File: src/rtl/reg_write_arbiter.sv
// reg_write_arbiter: merges WB-stage writes and queued long-latency results into one register-file write port
//   Optional feature macro: SCOREBOARD_EN (busy bitmap + hazard; hazard tied 0 when undefined)
//   Ports: clk/rst (sync, active-high); wbEn/wbDest/wbVal WB request (top priority, no backpressure);
//          luValid/luDest/luVal/luReady long-latency result push; issueEn/issueDest mark outstanding dests;
//          src1/src2/hazard decode-stage hazard check; rfWriteEn/rfDest/rfWriteVal registered RF write;
//          qCount queue occupancy.
module reg_write_arbiter #(
    parameter int QDEPTH = 2
) (
    input  logic                    clk,
    input  logic                    rst,
    input  logic                    wbEn,
    input  logic [4:0]              wbDest,
    input  logic [31:0]             wbVal,
    input  logic                    luValid,
    input  logic [4:0]              luDest,
    input  logic [31:0]             luVal,
    output logic                    luReady,
    input  logic                    issueEn,
    input  logic [4:0]              issueDest,
    input  logic [4:0]              src1,
    input  logic [4:0]              src2,
    output logic                    hazard,
    output logic                    rfWriteEn,
    output logic [4:0]              rfDest,
    output logic [31:0]             rfWriteVal,
    output logic [$clog2(QDEPTH):0] qCount
);
    localparam int AW = $clog2(QDEPTH);
    localparam logic [AW:0] DEPTH = (AW + 1)'(QDEPTH);

    logic [4:0]    dest_q [QDEPTH];
    logic [31:0]   val_q  [QDEPTH];
    logic [AW-1:0] head_q, head_d, tail_q, tail_d;
    logic [AW:0]   count_q, count_d;
    logic          rf_we_q, rf_we_d;
    logic [4:0]    rf_dest_q, rf_dest_d;
    logic [31:0]   rf_val_q, rf_val_d;
    logic          wb_win, push, pop;

    assign luReady    = !rst && (count_q < DEPTH);
    assign wb_win     = wbEn && (wbDest != 5'd0);
    // Writes to r0 are accepted from the producer but never stored.
    assign push       = luValid && luReady && (luDest != 5'd0);
    // Pop decision uses the registered count, so a push into an empty queue cannot pop the same cycle.
    assign pop        = !wb_win && (count_q != '0);
    assign qCount     = count_q;
    assign rfWriteEn  = rf_we_q;
    assign rfDest     = rf_dest_q;
    assign rfWriteVal = rf_val_q;

    always_comb begin
        head_d    = pop ? head_q + 1'b1 : head_q;
        tail_d    = push ? tail_q + 1'b1 : tail_q;
        count_d   = count_q + {{AW{1'b0}}, push} - {{AW{1'b0}}, pop};
        rf_we_d   = wb_win || pop;
        rf_dest_d = wb_win ? wbDest : pop ? dest_q[head_q] : rf_dest_q;
        rf_val_d  = wb_win ? wbVal : pop ? val_q[head_q] : rf_val_q;
    end

    always_ff @(posedge clk) begin
        if (rst) begin
            head_q    <= '0;
            tail_q    <= '0;
            count_q   <= '0;
            rf_we_q   <= 1'b0;
            rf_dest_q <= '0;
            rf_val_q  <= '0;
        end else begin
            head_q    <= head_d;
            tail_q    <= tail_d;
            count_q   <= count_d;
            rf_we_q   <= rf_we_d;
            rf_dest_q <= rf_dest_d;
            rf_val_q  <= rf_val_d;
        end
    end

    always_ff @(posedge clk) begin
        if (push) begin
            dest_q[tail_q] <= luDest;
            val_q[tail_q]  <= luVal;
        end
    end

`ifdef SCOREBOARD_EN
    logic [31:0] busy_q, busy_d;

    // Clear on pop first, then set on issue, so a same-edge reissue keeps the register busy.
    always_comb begin
        busy_d = busy_q;
        if (pop) busy_d[dest_q[head_q]] = 1'b0;
        if (issueEn) busy_d[issueDest] = 1'b1;
        busy_d[0] = 1'b0;
    end

    always_ff @(posedge clk) begin
        if (rst) busy_q <= '0;
        else     busy_q <= busy_d;
    end

    assign hazard = !rst && (busy_q[src1] || busy_q[src2]);
`else
    logic unused_ok;
    assign unused_ok = ^{issueEn, issueDest, src1, src2};
    assign hazard    = 1'b0;
`endif
endmodule

File: config.mk
export PLATFORM = sky130hd
export DESIGN_NAME = reg_write_arbiter
export DESIGN_NICKNAME = d
export VERILOG_FILES = /design/src/rtl/reg_write_arbiter.sv
export SDC_FILE = /design/constraint.sdc
export NUM_CORES = 1
export LEC_CHECK = 0
export ABC_AREA = 1
export BUFFER_PORTS_ARGS = -buffer_cell sky130_fd_sc_hd__buf_2
export CORE_MARGIN = 4
export CORE_UTILIZATION = 56
export DETAILED_ROUTE_END_ITERATION = 10
export PLACE_DENSITY_LB_ADDON = 0.1
export SLEW_MARGIN = 10
export SYNTH_ARGS = -nofsm -noshare
export SYNTH_HDL_FRONTEND = slang
export SYNTH_SLANG_ARGS = --single-unit
File: constraint.sdc
create_clock -name clk -period 7 [get_ports clk]
set_input_delay 0.7 -clock clk [delete_from_list [all_inputs] [get_ports clk]]
set_output_delay 0.7 -clock clk [all_outputs]
set_load 0.01 [all_outputs]
; ---- Word level (Yosys, flattened, before mapping)
; Memories as Yosys holds them, arrays and structs flattened. A register that Yosys moved wholly into a read port is not among the register bits.
; Index checks and enable logic that the tools add are counted.
[totals]
ff_bits = 42
mem_bits_rw = 74
memories = 2
[memory_table]
columns = memory, words, width, read_ports, rd_ports_with_merged_regs, write_ports, line_no
row1 = val_q, 2, 32, 1, 1, 1, 33  ; logic [31:0] val_q [QDEPTH];
row2 = dest_q, 2, 5, 1, 1, 1, 32  ; logic [4:0] dest_q [QDEPTH];
[classes]
addsub = 4
magnitude_cmp = 1
muxes = 10
reduce_logical = 12
[ops]
columns = cell, count
row1 = $mux 32, 2
row2 = $mux 5, 2
row3 = $reduce_bool 5->1, 2
row4 = $mux 1, 6
row5 = $logic_and 1x1->1, 5
row6 = $reduce_bool 2->1, 2
row7 = $add 1x1->1 const B, 2
row8 = $add 2x1->2, 1
row9 = $logic_not 1->1, 2
row10 = $lt 2x2->1 const B, 1
row11 = $sub 2x1->2, 1
row12 = $logic_or 1x1->1, 1

; ---- Logic depth before layout (Yosys ltp)
; Gate-level depths: netlist (run 1).
[logic_depth]
depth_word = 6
ltp_mapped = 11

; ---- Worst setup path before layout (run 1)
; OpenSTA, ideal clock, no wires.
[synth_timing]
path_kind = input -> register
start = input rst
end = memory dest_q[0][0] (enable)
setup_time_ps = 431
arrival_ps = 2829
t_required_ps = 6569
path_slack_ps = 3740
path_stages = 4
cell_sequence = buf_2 > nor3b_1 > nand2_1 > nor2_1
[synth_between]
elab_chain_len = 6
[synth_lines]
columns = item, line_no
row1 = from (decl), 11  ; input logic rst,
row2 = $logic_not 1->1, 41  ; assign luReady = !rst && (count_q < DEPTH);
row3 = $logic_and 1x1->1, 41
row4 = $logic_and 1x1->1 (2 in series), 44  ; assign push = luValid && luReady && (luDest != 5'd0);
row5 = $mux 1, 80  ; if (push) begin
row6 = $mux 1 (implied by the code), 81  ; dest_q[tail_q] <= luDest;
row7 = to (decl), 32
; Every way passes these cells.

; ---- Worst setup path after layout (run 1)
[layout_timing]
start = input wbDest[4]
end = register count_q[1] (netlist: qCount[1])
[layout_between]
elab_chain_len = 5
[layout_lines]
columns = item, line_no
row1 = from (decl), 13  ; input logic [4:0] wbDest,
row2 = $reduce_bool 5->1, 42  ; assign wb_win = wbEn && (wbDest != 5'd0);
row3 = $logic_and 1x1->1, 42
row4 = $logic_not 1->1, 46  ; assign pop = !wb_win && (count_q != '0);
row5 = $logic_and 1x1->1, 46
row6 = net pop, 39  ; logic wb_win, push, pop;
row7 = $sub 2x1->2, 55  ; count_d = count_q + {{AW{1'b0}}, push} - {{AW{1'b0}}, pop};
row8 = to (signal assigned), 72  ; count_q <= count_d;
row9 = to (decl), 35  ; logic [AW:0] count_q, count_d;
; The timed path passes the listed nets, and every way through them passes these cells.
; A chain may end at the register's enable or synchronous reset.

==> flow_summary.yaml, run 1 <==
status:
  outcome: "complete, no violations"
grt:
  grt_usage_pct: 24.2
  grt-ovfl-total: 0
  grt_max_degree: 62
  antenna_found_initial: 0
  grt_pass1_wl_mm: 18.8
  first_global_vias: 3978
critical_path:
  worstSetupEndpointType: "flop"
  worstSetupStartpointType: "input pin"
  arrival_ps: 3850
  critPathMaxFanout: 61
  path_class: "in -> reg"
  required_ps: 7450
power_and_ir_drop:
  power_density_mw_per_mm2: 364
  peakVddDrop_mv: 0.271
  leakage_nw: 2.86
final_layout:
  syn_to_final_growth_pct: 23.3
  n_fill_cell: 612
  n_antenna_cell: 0
  final_layout_size_suffix_gt1_share_pct: 24.2
  fin_nets: 737
synth:
  synth_cell_types: 26
  synth_cells: 533
  syn_area_sq_mm: 0.00490
  synthTopCellsByArea: "edfxtp_1 (45%), dfxtp_1 (18%), nand2_1 (13%), nand3_1 (10%), nor2_1 (3.8%)"
  yosysWarnings: 0
  yosys.area.top_type: "edfxtp_1"
  yosys.area.top_type_share_pct: 45.3
  syn_area_per_cell_sq_um: 9.20
  synth-seq-area-share_pct: 62.9
  synth-seq-cells: 117
  synth_fp_nets: 629
timing:
  max_slew_margin_pct: 24.7
  fin_worst_skew_ps: 6.40
  worst_pin_slew_ps: 1130
  fin_crit_ps: 3400
  setup_viol: 0
  hold_viol: 0
  hold_slack_ps: 365
  drv_slew: 0
  fmax_mhz: 294
  grt_setup_unrepaired: "false"
  setup_slack_ps: 3600
  period_share_pct: 48.6
  finalSetupTns_ps: 0
routing:
  routedWlPerCell_um: 15.6
  drtIter0Drc: 265
  ant_nets: 0
  vias_per_cell: 5.27
  dr.pass1.iters: 4
  post-route-drc-count: 0
  routed-via-count: 3999
  wl_mm: 11.8
floorplanning:
  die_h_um: 102
  die_area_sq_mm: 0.0103
  ioPinCount: 136
  rows: 33
  initial_utilization_pct: 58.5
  core_area_sq_mm: 0.00838
  dieWidth_um: 102
place:
  port_buffers: 118
  dp_hpwl_mm: 7.11
  post-place-ws_ps: 3170
  place_congestion: 0.813
clock_network:
  cts_tree: "built"
  cts_inserted_buffers: 17
  clkTransAtPathRegs_ps: 60
  cts_max_level: 4
  clock_sinks: 117
  cts_hold_buf: 0
  clock_latency_ps: 520
  postCtsSetupBuffers: 0
  cts-root-buf: "clkbuf_8"
  cts_resized: 0
  clockBufferDepth: 2
job:
  maxCapViolations: 0
worst_hold_path:
  min_path_type: "in -> reg"
==> power by group <==
part / leakage [nW] / switching (W) / internal (W)
clock network: 0.268 / 0.000314 / 0.000507
logic: 1.56 / 0.000363 / 0.000156
registers: 1.03 / 0.0000371 / 0.000823
total: 2.86 / 0.000715 / 0.00149
==> layer usage <==
layer	global-route usage (%)	wire, um
met1	30.0	4930
met2	39.7	5820
met3	8.13	894
met4	8.79	165
met5	0	0
==> path summary, 6_finish.rpt <==
kind / start / endpoint / slack [ps] / cells after the start
worst min-delay path: luVal[8] / val_q[0][8] / 370 / 1
worst max-delay path: wbDest[4] / qCount[1] / 3600 / 12
worst max register to register: qCount[1] / qCount[1] / 4400 / 10
worst min register to register: rfWriteVal[7] / rfWriteVal[7] / 470 / 2
==> stage by stage <==
| step | std cells | cell area (sq um) | total power, W | util (%) |
|---|---|---|---|---|
| after floorplan | 533 | 4900 | 0.00124 | - |
| after global placement | 727 | 5470 | 0.00137 | 65.3 |
| after detailed placement | 727 | 5470 | 0.00139 | 65.3 |
| after CTS | 759 | 6040 | 0.00221 | 72.1 |
| after global routing | 759 | 6040 | 0.00232 | 72.1 |
| final | 759 | 6040 | 0.00220 | 72.1 |
==> logic make-up after synthesis <==
kind of cell / count (synthesis) / synth area share (%)
flip-flops: 117 / 62.9
buffers and inverters: 75 / 6.92
AO/OA/AOI/OAI: 16 / 1.63
adder cells (fa/ha/maj): 2 / 0.510
other: 1 / 0.0765
AND/OR/NAND/NOR: 321 / 27.8
XOR/XNOR: 1 / 0.179
==> registers in the layout, indices dropped and copies added, names as in the netlist, named ones only <==
register	flops
dest_q	10
rfWriteVal	32
tail_q	1
rfDest	5
head_q	1
qCount	2
rfWriteEn	1
val_q	64
==> synth_stat cells, drive strengths merged <==
| master | number |
|---|---|
| nand2 | 166 |
| nand3 | 99 |
| edfxtp | 74 |
| nor2 | 52 |
| dfxtp | 43 |
| inv | 43 |
| buf | 24 |
| a21oi | 10 |
| clkbuf | 7 |
| o21ai | 6 |
| ha | 2 |
| nor3 | 2 |
| and2 | 1 |
| clkinv | 1 |
| conb | 1 |
| nor3b | 1 |
| xor2 | 1 |
==> final cells by class <==
cell class	count	area, sq um	area share, %
clock buffers	17	414	6.85
clock inverters	15	155	2.57
inverters	44	165	2.73
multi-input cells	341	1490	24.6
flip-flops and latches	117	3080	51.0
well taps	105	131	2.17
repair buffers	120	606	10.0
==> critical path, cell delays in order <==
cell and delay (ps):
buf_2 100, nor2_1 200, nand3_2 650, nand2_4 830
inv_1 270, nor2_2 210, ha_1 260, inv_1 60
ha_1 150, xor2_1 170, o21ai_0 100, a21oi_1 140
==> cell usage in the layout, fill, tap and decap left out, types with 2 or more instances in the layout <==
master,n
a21oi_1,10
buf_2,118
buf_4,2
bufinv_16,2
clkbuf_16,16
clkinv_1,5
clkinv_4,3
clkinvlp_4,3
dfxtp_1,43
edfxtp_1,74
ha_1,2
inv_1,39
inv_2,3
inv_6,4
nand2_1,164
nand3_1,98
nor2_1,49
nor2_4,2
nor3_1,2
o21ai_0,6
Note: power is estimated with default switching activity, not from simulation.
==> run 2, diff against run 1 <==
--- a/config.mk
+++ b/config.mk
@@ -8,7 +8,7 @@
 export ABC_AREA = 1
 export BUFFER_PORTS_ARGS = -buffer_cell sky130_fd_sc_hd__buf_2
 export CORE_MARGIN = 4
-export CORE_UTILIZATION = 56
+export CORE_UTILIZATION = 52
 export DETAILED_ROUTE_END_ITERATION = 10
 export PLACE_DENSITY_LB_ADDON = 0.1
 export SLEW_MARGIN = 10
==> constraint.sdc (replaced) <==
create_clock -name clk -period 3.2 [get_ports clk]
set_input_delay 0.32 -clock clk [delete_from_list [all_inputs] [get_ports clk]]
set_output_delay 0.32 -clock clk [all_outputs]
set_load 0.01 [all_outputs]
==> flow_summary.yaml, run 2 (synthesis results as in run 1) <==
critical_path:
  cp.depth: 11
  critPathMaxFanout: 32
  critPathLaunch: "qCount[1]"
  critPathMaxStageDelay_ps: 450
  reg2reg_slack_ps: 1070
  rr_startpoint: "qCount[1]"
  rr_endpoint: "qCount[1]"
  reg2reg_depth: 11
  path_class: "reg -> reg"
  path_buf_inv: 4
  critPathSlowestCell: "dfxtp_1"
  endpoint: "qCount[1]"
  worstSetupStartpointType: "flop"
  worstSetupEndpointType: "flop"
  required_ps: 3620
  cp_cell_sequence: "inv_2, nand2_2, inv_2, buf_4, nor2_2, ha_1, inv_1, ha_1, xor2_1, o21ai_0, a21oi_1"
  arrival_ps: 2550
  path_delay_family: "flip-flops"
timing:
  setup_viol: 0
  fin_worst_skew_ps: 8.80
  finalSetupTns_ps: 0
  fmax_mhz: 470
  fin_crit_ps: 2130
  max_slew_margin_pct: 36.1
  grt_setup_unrepaired: "false"
  worst_pin_slew_ps: 953
  setup_slack_ps: 1070
  drv_slew: 0
  period_share_pct: 66.4
  hold_viol: 0
power_and_ir_drop:
  peakVddDrop_mv: 0.388
  leakage_nw: 3.02
  power_density_mw_per_mm2: 772
floorplanning:
  dieWidth_um: 105
  die_h_um: 105
  ioPinCount: 136
  initial_utilization_pct: 53.3
  core_area_sq_mm: 0.00920
  die_area_sq_mm: 0.0110
  rows: 35
clock_network:
  cts_max_level: 4
  clock_latency_ps: 500
  cts-root-buf: "clkbuf_8"
  cts_inserted_buffers: 17
  cts_hold_buf: 25
  cts_resized: 0
  clkTransAtPathRegs_ps: 60
  clockBufferDepth: 2
  cts_tree: "built"
  clock_sinks: 117
  postCtsSetupBuffers: 0
final_layout:
  final_layout_size_suffix_gt1_share_pct: 24.3
  mostFrequentLayoutCell: "nand2_1"
  top_register: "val_q"
  syn_to_final_growth_pct: 30.7
  fin_nets: 771
  largest_reg_flops: 64
  final_cell_mix: "nand2_1 (164), buf_2 (118), nand3_1 (98)"
  n_antenna_cell: 0
routing:
  post-route-drc-count: 0
  drtIter0Drc: 240
  ant_nets: 0
  routedWlPerCell_um: 15.4
  wl_mm: 12.3
  routed-via-count: 4131
  dr.pass1.iters: 5
  vias_per_cell: 5.17
status:
  outcome: "complete, no violations"
place:
  post-place-ws_ps: 786
  place_congestion: 0.766
  port_buffers: 118
  dp_hpwl_mm: 7.53
grt:
  grt-ovfl-total: 0
  first_global_vias: 4131
  antenna_found_initial: 0
  grt_pass1_wl_mm: 20.4
  grt_usage_pct: 23.5
  grt_max_degree: 38
worst_hold_path:
  min_path_type: "in -> reg"
job:
  maxCapViolations: 0
==> run 2: how the worst min path moves through the flow <==
stage                              from            end  cells after the start
after global routing           luVal[7]    val_q[1][7]                      1
after CTS                      luVal[4]    val_q[1][4]                      1
after global placement    rfWriteVal[5]  rfWriteVal[5]                      2
after floorplan               luDest[0]   dest_q[0][0]                      0
after detailed placement  rfWriteVal[9]  rfWriteVal[9]                      2
final                         luDest[2]   dest_q[0][2]                      1
==> run 2: area by class of cell <==
| class | instances | area [sq um] |
|---|---|---|
| Multi-Input combinational cell | 341 | 1490 |
| Inverter | 44 | 165 |
| Fill cell | 753 | 2790 |
| Tap cell | 111 | 139 |
| Sequential cell | 117 | 3080 |
| Clock buffer | 19 | 432 |
| Clock inverter | 13 | 158 |
| Timing Repair Buffer | 154 | 941 |
==> run 2: worst reg2reg max path, cell delays in order, from the launching register on <==
cell     delay (ps)
dfxtp_1         450
inv_2            60
nand2_2          90
inv_2            40
buf_4           250
nor2_2          220
ha_1            250
inv_1            60
ha_1            150
xor2_1          200
o21ai_0         120
a21oi_1         170
==> run 2: per-stage QoR <==
stage                     hold WS (ps)  area (sq um)  std cells  total power, W  util, %
after floorplan                    419          4900        533         0.00270        -
after global placement             458          5550        740         0.00305     60.3
after detailed placement           460          5550        740         0.00308     60.3
after CTS                       0.0391          6380        797         0.00498     69.4
after global routing              2.53          6400        799         0.00523     69.6
final                             28.3          6400        799         0.00494     69.6
==> run 2: metal layers <==
layer	routed length, um	track usage [%]	vias to the layer above
met3	816	5.68	9
li1	-	-	2023
met2	6350	40.1	154
met5	0	0	-
met1	5060	29.9	1945
met4	81	6.19	0
==> run 2: report_power, final <==
group | switching [W] | total [W] | leakage (nW) | internal (W)
clock network | 0.000659 | 0.00186 | 0.280 | 0.00120
registers | 0.0000815 | 0.00188 | 1.03 | 0.00180
logic | 0.000805 | 0.00120 | 1.71 | 0.000396
total | 0.00155 | 0.00494 | 3.02 | 0.00340
